$ cat config.mk
export PLATFORM = sky130hd
export DESIGN_NAME = team_06_button_conditioner
export DESIGN_NICKNAME = d
export VERILOG_FILES = /design/src/rtl/team_06_button_conditioner_pkg.sv /design/src/rtl/team_06_button_conditioner_debounce.sv /design/src/rtl/team_06_button_conditioner.sv
export SDC_FILE = /design/constraint.sdc
export NUM_CORES = 1
export LEC_CHECK = 0
export ABC_AREA = 1
export CAP_MARGIN = 20
export CELL_PAD_IN_SITES_DETAIL_PLACEMENT = 1
export CELL_PAD_IN_SITES_GLOBAL_PLACEMENT = 1
export CORE_MARGIN = 2
export CORE_UTILIZATION = 30
export DETAILED_ROUTE_END_ITERATION = 6
export GPL_ROUTABILITY_DRIVEN = 1
export PLACE_DENSITY = 0.62
export SETUP_SLACK_MARGIN = 0.3
export SLEW_MARGIN = 20
export SYNTH_ARGS = -nofsm -noshare
export SYNTH_HDL_FRONTEND = slang
export SYNTH_HIERARCHICAL = 1
export SYNTH_SLANG_ARGS = --single-unit
$ cat constraint.sdc
create_clock -name clk -period 2.6 [get_ports clk]
set_input_delay 0.26 -clock clk [delete_from_list [all_inputs] [get_ports clk]]
set_output_delay 0.26 -clock clk [all_outputs]
set_load 0.02 [all_outputs]
$ cat src/rtl/team_06_button_conditioner_pkg.sv
// Shared definitions for the team_06 button conditioner: button bit
// positions and the per-channel debounce state encoding.
package team_06_pkg;

  localparam int unsigned BTN_PTT    = 0;
  localparam int unsigned BTN_NG     = 1;
  localparam int unsigned BTN_EFFECT = 2;
  localparam int unsigned BTN_MUTE   = 3;

  typedef enum logic [1:0] {
    IDLE_LO,
    PEND_HI,
    IDLE_HI,
    PEND_LO
  } db_state_t;

endpackage

$ cat src/rtl/team_06_button_conditioner_debounce.sv
// Single-channel button debouncer: two-flop synchronizer, stability counter
// and four-state channel FSM. The level changes only after DEBOUNCE_CYCLES
// consecutive equal synchronized samples; press pulses once per accepted rise.
module team_06_debounce
  import team_06_pkg::*;
#(
  parameter int unsigned DEBOUNCE_CYCLES = 100000,
  parameter int unsigned CNT_W           = 17
) (
  input  logic clk,
  input  logic nrst,
  input  logic raw,
  output logic level,
  output logic press
);

  localparam logic [CNT_W-1:0] CntLast = CNT_W'(DEBOUNCE_CYCLES - 1);
  localparam logic [CNT_W-1:0] CntOne  = CNT_W'(1);

  logic             sync1_q, sync2_q;
  db_state_t        state_q, state_d;
  logic [CNT_W-1:0] cnt_q, cnt_d;
  logic             level_q, level_d;
  logic             press_q, press_d;

  // Two-flop synchronizer for the asynchronous pad input.
  always_ff @(posedge clk or negedge nrst) begin
    if (!nrst) begin
      sync1_q <= 1'b0;
      sync2_q <= 1'b0;
    end else begin
      sync1_q <= raw;
      sync2_q <= sync1_q;
    end
  end

  // Channel FSM next state; the counter never wraps since PEND exits at CntLast.
  always_comb begin
    state_d = state_q;
    cnt_d   = cnt_q;
    level_d = level_q;
    press_d = 1'b0;
    unique case (state_q)
      IDLE_LO: begin
        if (sync2_q) begin
          state_d = PEND_HI;
          cnt_d   = CntOne;
        end else begin
          cnt_d = '0;
        end
      end
      PEND_HI: begin
        if (!sync2_q) begin
          state_d = IDLE_LO;
          cnt_d   = '0;
        end else if (cnt_q == CntLast) begin
          state_d = IDLE_HI;
          cnt_d   = '0;
          level_d = 1'b1;
          press_d = 1'b1;
        end else begin
          cnt_d = cnt_q + CntOne;
        end
      end
      IDLE_HI: begin
        if (!sync2_q) begin
          state_d = PEND_LO;
          cnt_d   = CntOne;
        end else begin
          cnt_d = '0;
        end
      end
      PEND_LO: begin
        if (sync2_q) begin
          state_d = IDLE_HI;
          cnt_d   = '0;
        end else if (cnt_q == CntLast) begin
          state_d = IDLE_LO;
          cnt_d   = '0;
          level_d = 1'b0;
        end else begin
          cnt_d = cnt_q + CntOne;
        end
      end
      default: begin
        state_d = IDLE_LO;
        cnt_d   = '0;
      end
    endcase
  end

  // Channel state, counter and registered outputs.
  always_ff @(posedge clk or negedge nrst) begin
    if (!nrst) begin
      state_q <= IDLE_LO;
      cnt_q   <= '0;
      level_q <= 1'b0;
      press_q <= 1'b0;
    end else begin
      state_q <= state_d;
      cnt_q   <= cnt_d;
      level_q <= level_d;
      press_q <= press_d;
    end
  end

  assign level = level_q;
  assign press = press_q;

endmodule

$ cat src/rtl/team_06_button_conditioner.sv
// Button conditioner for the team_06 control FSM: four independent debounced
// channels mapped onto the FSM level inputs plus per-button press pulses.
// Optional macro TEAM06_PTT_LATCH_EN turns ptt_en into a press-toggled latch.
module team_06_button_conditioner
  import team_06_pkg::*;
#(
  parameter int unsigned DEBOUNCE_CYCLES = 100000,
  parameter int unsigned CNT_W           = 17
) (
  input  logic       clk,
  input  logic       nrst,
  input  logic [3:0] btn_raw,
  output logic       ptt_en,
  output logic       ng_en,
  output logic       effect,
  output logic       mute,
  output logic [3:0] btn_press
);

  logic [3:0] level_w;
  logic [3:0] press_w;

  for (genvar i = 0; i < 4; i++) begin : g_chan
    team_06_debounce #(
      .DEBOUNCE_CYCLES(DEBOUNCE_CYCLES),
      .CNT_W          (CNT_W)
    ) u_debounce (
      .clk  (clk),
      .nrst (nrst),
      .raw  (btn_raw[i]),
      .level(level_w[i]),
      .press(press_w[i])
    );
  end

`ifdef TEAM06_PTT_LATCH_EN
  logic ptt_latch_q;

  // Each accepted ptt press flips the latch; releases are ignored.
  always_ff @(posedge clk or negedge nrst) begin
    if (!nrst) begin
      ptt_latch_q <= 1'b0;
    end else if (press_w[BTN_PTT]) begin
      ptt_latch_q <= ~ptt_latch_q;
    end
  end

  assign ptt_en = ptt_latch_q;
`else
  assign ptt_en = level_w[BTN_PTT];
`endif

  assign ng_en     = level_w[BTN_NG];
  assign effect    = level_w[BTN_EFFECT];
  assign mute      = level_w[BTN_MUTE];
  assign btn_press = press_w;

endmodule

==> flow_summary.ini, run 1 <==
[worst_setup_path]
ff2ff_setup_slack_ns = 1.11
worstPathBufferInverterCount = 1
slowest_stage = clkdlybuf4s50_1
arrival_ns = 1.31
crit_chain = clkdlybuf4s50_1
cp_max_fo = 2
worst-endpoint-required_ns = 2.34
r2r_end = g_chan[2].u_debounce/cnt_q[4]
crit_type = reg -> out
startpoint_type = flop
reg2reg_depth = 6
cp_slowest_stage_delay_ns = 0.62
path_delay_family = buffers and inverters
endpoint_kind = primary output
r2r_start = g_chan[2].u_debounce/cnt_q[0]

[cts]
clock_path_buffers = 2
ctsHoldBuffers = 0
cts_buffers = 9
clk_pin_slew_worst_paths_ns = 0.07
numClockSinks = 92
cts_resized = 0
post_cts_buffers = 0
cts_max_level = 3
insertion_delay_ns = 0.34
cts_root_buf = clkbuf_16
cts_tree = yes

[finish]
fin_util = 0.347
fillers = 1988
final_area_um2 = 5710
final_common_cell = nand2_1
finalNetCount = 638
multi_input_area_um2 = 2360
diodes = 0
drive_gt1_frac = 0.145
synthToLayoutAreaGrowth_pct = 14.1
ff_latch_area_um2 = 2300
final_cell_mix = nand2_1, nor2_1, dfrtp_1

[placed_design]
numPortBuffers = 13
placed_area_um2 = 5360
routabilityCongestion = 0.803
dpl.hpwl_mm = 8.13

[drt]
wire_per_inst_um = 12.8
vias = 3823
viasPerCell = 4.48
drc = 0
drt_iter0_markers = 133
ant_nets = 0
wirelength_mm = 10.9
first_pass_iters = 4

[synth]
synth_ff_type = dfrtp_1
syn_nets = 616
yosysWarnings = 6
synth-edff-count = 0
post_synth_num_cell_types = 32
seq_area_frac_synth = 0.460
synth_area_leader_cell = dfrtp_1
synthArstFlopShare = 1.00
ys_seq_elements = 92
syn-cell-area_um2 = 5000
yosysTopAreaCellShare = 0.460
synthTopCellsByArea = dfrtp_1, nand2_1, nor2_1
avgSynthCellArea_um2 = 8.26
netlist_instances = 606

[die]
die_x_um = 133
die-height_um = 133
start_util = 0.304
rows = 47
core_um2 = 16500
die-area_um2 = 17700
boundaryPins = 14

[pwr]
power_density_nw_per_um2 = 547
comb_power_share = 0.035
intPower_mw = 2.47
pwr-share-clk = 0.496
swShare = 0.209
switching_power_mw = 0.652
sequentialPowerShare = 0.469
p_leak_nw = 2.42
ir_worst_vdd_v = 0.000312

[timing]
whs_ns = -0.00992
finalSetupTns_ns = 0
relSlewSlack = 0.491
final-setup-viol-count = 0
drv_slew = 0
worst_pin_slew_ns = 0.763
hold_viol = 17
period_needed_ns = 1.57
skew_ns = 0.00753
fmax_ghz = 0.638
fin_crit_sh = 0.603
rsz0062_at_grt = no

[global_routing]
grt_pass1_wl_mm = 19.4
grt_max_degree = 60
grt_antenna_before_repair = 0
grt_usage = 0.134
grt_pass1_vias = 4167
overflow = 0

[worst_hold_path]
min_path_type = in -> async

[outcome]
violations = negative hold slack
status = finished with violations

[flow_run]
drv_cap = 0
power groups by stage:
stage | registers (mW) | clock network, mW | logic (mW)
detailed placement | 1.49 | 0 | 0.115
finish | 1.46 | 1.55 | 0.109
global route | 1.47 | 1.68 | 0.127
CTS | 1.46 | 1.61 | 0.116
global placement | 1.49 | 0 | 0.111
floorplan | 1.49 | 0 | 0.0690
routing by layer:
metal / vias to the layer above / share of wire / GRT usage
met5: - / 0 / 0
met4: 0 / 0.014 / 0.0485
met3: 9 / 0.020 / 0.0270
li1: 1938 / - / -
met1: 1857 / 0.47 / 0.164
met2: 19 / 0.50 / 0.235
cell families after synthesis:
logic type | synth area share
xor gates and xnor gates | 0.0613
DFF | 0.460
adders and majority gates | 0.0100
AOI/OAI and AO/OA | 0.0190
buffers and inverters | 0.0675
and+or+nand+nor | 0.382
per-stage QoR:
step	cells	worst slack (ns)	power, mW
2_1_floorplan	606	1.30	1.56
3_3_place_gp	837	1.19	1.60
3_5_place_dp	837	1.12	1.61
4_1_cts	853	1.01	3.19
5_1_grt	853	0.938	3.27
6_report	853	1.03	3.12
synth_stat cells, types with 2 or more instances:
| master | n |
|---|---|
| ha_1 | 4 |
| nand3_4 | 3 |
| nand2_4 | 4 |
| nand2_1 | 126 |
| nand3_1 | 38 |
| nand2_2 | 11 |
| nor2_4 | 8 |
| o21ai_0 | 6 |
| nor2_2 | 26 |
| buf_6 | 2 |
| inv_1 | 66 |
| nor3_2 | 3 |
| dfrtp_1 | 92 |
| o21ai_1 | 5 |
| and2_1 | 2 |
| nor3_4 | 5 |
| nand4_1 | 15 |
| xnor2_1 | 14 |
| nand3_2 | 7 |
| xor2_1 | 21 |
| nor2_1 | 114 |
| inv_2 | 5 |
| buf_12 | 2 |
| nor3b_1 | 3 |
| nor3_1 | 13 |
| a31oi_1 | 2 |
| a21oi_1 | 4 |
registers in the layout, summed over array words and instances (netlist names), named ones only:
| name | flops |
|---|---|
| g_chan.u_debounce/sync2_q | 4 |
| g_chan.u_debounce/sync1_q | 4 |
| g_chan.u_debounce/cnt_q | 68 |
| g_chan.u_debounce/level | 4 |
| g_chan.u_debounce/press | 4 |
| g_chan.u_debounce/state_q | 4 |
final cells by class:
class                      count  area share
inverter                      73      0.0482
timing repair buffer          15      0.0250
clock buffer                  12      0.0449
sequential                    92       0.403
clock inverter                 4      0.0166
multi-input combinational    437       0.414
tap                          220      0.0482
worst max path at each step:
stage,startpoint,endpoint,cells after the start
detailed placement,g_chan[2].u_debounce/cnt_q[1],g_chan[2].u_debounce/cnt_q[4],6
global placement,g_chan[1].u_debounce/cnt_q[0],g_chan[1].u_debounce/cnt_q[4],6
finish,g_chan[2].u_debounce/level,effect,1
global route,g_chan[2].u_debounce/cnt_q[0],g_chan[2].u_debounce/cnt_q[4],6
CTS,g_chan[2].u_debounce/level,effect,1
floorplan,g_chan[3].u_debounce/cnt_q[0],g_chan[3].u_debounce/cnt_q[16],8
(Power assumes the default switching activity.)
==> run 2: changes to the inputs <==
==> constraint.sdc (replaced) <==
create_clock -name clk -period 1.56 [get_ports clk]
set_input_delay 0.156 -clock clk [delete_from_list [all_inputs] [get_ports clk]]
set_output_delay 0.156 -clock clk [all_outputs]
set_load 0.02 [all_outputs]
==> flow_summary.ini, run 2 (synthesis gave the netlist of run 1 again) <==
[worst_hold_path]
min_path_type = in -> async

[placed_design]
dpl.hpwl_mm = 8.26
dpl.cell_count = 838
placed_area_um2 = 5400
numPortBuffers = 13
routabilityCongestion = 0.815

[timing]
relSlewSlack = 0.746
final-setup-viol-count = 0
worst_pin_slew_ns = 0.380
rsz0062_at_grt = yes
finalSetupTns_ns = 0
drv_slew = 0
skew_ns = 0.00761
fmax_ghz = 0.707
hold_viol = 0
period_needed_ns = 1.41
fin_crit_sh = 0.906

[drt]
drc = 0
wirelength_mm = 13.5
first_pass_iters = 4
vias = 4341
wire_per_inst_um = 14.4
viasPerCell = 4.60
drt_iter0_markers = 149
ant_nets = 0

[worst_setup_path]
path_delay_family = simple AND/OR/NAND/NOR gates
slowest_stage = dfrtp_1
cp_slowest_stage_delay_ns = 0.41
crit_chain = ha_4 > nand2_4 > nor2_8 > buf_6 > buf_6 > nand4_1 > nand2_2 > nor2_2
worstPathBufferInverterCount = 2
startpoint_type = flop
crit_type = reg -> reg
cp_max_fo = 5
worst-endpoint-required_ns = 1.80
arrival_ns = 1.66
worst_path_most_repeated_cell = buf_6
endpoint_kind = flop

[pwr]
intPower_mw = 3.95
swShare = 0.232
p_leak_nw = 3.00
power_density_nw_per_um2 = 724
comb_power_share = 0.060
ir_worst_vdd_v = 0.000524
switching_power_mw = 1.20
pwr-share-clk = 0.465
sequentialPowerShare = 0.475

[finish]
top_register = g_chan.u_debounce/cnt_q
diodes = 0
fin_util = 0.432
fillers = 1950
synthToLayoutAreaGrowth_pct = 42.0
largest_reg_flops = 68
layout.cells.non_filler = 943
final_area_um2 = 7110
drive_gt1_frac = 0.375
final_cell_mix = nand2_1, nor2_1, dfrtp_1
final_common_cell = nand2_1
finalNetCount = 728

[cts]
cts_max_level = 3
clk_pin_slew_worst_paths_ns = 0.07
cts_root_buf = clkbuf_16
insertion_delay_ns = 0.35
cts_tree = yes
clock_path_buffers = 2
numClockSinks = 92
cts_buffers = 9

[global_routing]
overflow = 0
grt_usage = 0.154
grt_max_degree = 47
grt_pass1_wl_mm = 22.2
grt_antenna_before_repair = 0
grt_pass1_vias = 4564

[die]
core_um2 = 16500
start_util = 0.304
die-height_um = 133
rows = 47
die_x_um = 133
die-area_um2 = 17700
boundaryPins = 14

[outcome]
status = finished, final reports clean

[flow_run]
drv_cap = 0
## run 2: cell types whose count changed in the layout (fill, tap and decap cells not counted), moves of 7 or more
cell	previous run	this run
dlygate4sd2_1	0	8
dfrtp_1	92	82
dfrtp_2	0	10
nand3_4	3	10
nand2_1	126	114
nand2_2	11	18
buf_6	0	19
nor2_4	8	33
clkdlybuf4s50_1	12	4
nand3_1	38	27
buf_4	3	66
nor2_1	114	84
nand2_8	0	10
## run 2: final timing paths
path,end,cells past startpoint,slack [ns],startpoint
max in group asynchronous,g_chan[3].u_debounce/cnt_q[4],3,0.92,nrst
min in group clk,g_chan[3].u_debounce/sync1_q,1,0.24,btn_raw[3]
worst min register to register,g_chan[2].u_debounce/sync2_q,0,0.35,g_chan[2].u_debounce/sync1_q
worst min-delay path,g_chan[2].u_debounce/cnt_q[7],2,0.17,nrst
worst max-delay path,g_chan[0].u_debounce/cnt_q[0],8,0.15,g_chan[0].u_debounce/cnt_q[0]
worst max register to register,g_chan[0].u_debounce/cnt_q[0],8,0.15,g_chan[0].u_debounce/cnt_q[0]
## run 2: what timing repair did
item,4_1_cts,5_1_grt
endpoints found under the hold margin,92,0
pin swaps,55,61
gates resized for setup,100,73
gates cloned,3,0
hold buffers,1,0
setup buffers,54,31
setup endpoints to repair,88,84
## run 2: routing by layer
layer	track usage	wire length, um	up-vias
li1	-	-	2127
met1	0.191	5840	2177
met2	0.276	7310	28
met3	0.0297	266	9
met4	0.0378	123	0
met5	0	0	-
## run 2: layout make-up
| class | instances | area (um^2) | share of cell area |
|---|---|---|---|
| clock inverter | 7 | 100 | 0.0141 |
| tap | 220 | 275 | 0.0387 |
| timing repair buffer | 102 | 910 | 0.128 |
| clock buffer | 9 | 225 | 0.0317 |
| sequential | 92 | 2310 | 0.326 |
| inverter | 73 | 283 | 0.0398 |
| multi-input combinational | 440 | 3000 | 0.422 |
## run 2: through the flow
| stage | hold WS (ns) | setup WS, ns | power [mW] |
|---|---|---|---|
| global route | 0.159 | 0.0208 | 5.40 |
| floorplan | -0.140 | 0.265 | 2.60 |
| CTS | 0.147 | 0.145 | 5.22 |
| global placement | -0.0132 | 0.153 | 2.68 |
| detailed placement | -0.0120 | 0.0554 | 2.69 |
| finish | 0.166 | 0.146 | 5.15 |
## run 2: power by group through the flow
stage                     Clock (mW)  Sequential (mW)  Combinational, mW
final                           2.39             2.45              0.308
after global routing            2.60             2.45              0.345
after CTS                       2.50             2.44              0.277
after detailed placement           0             2.49              0.201
after global placement             0             2.48              0.193
after floorplan                    0             2.48              0.115
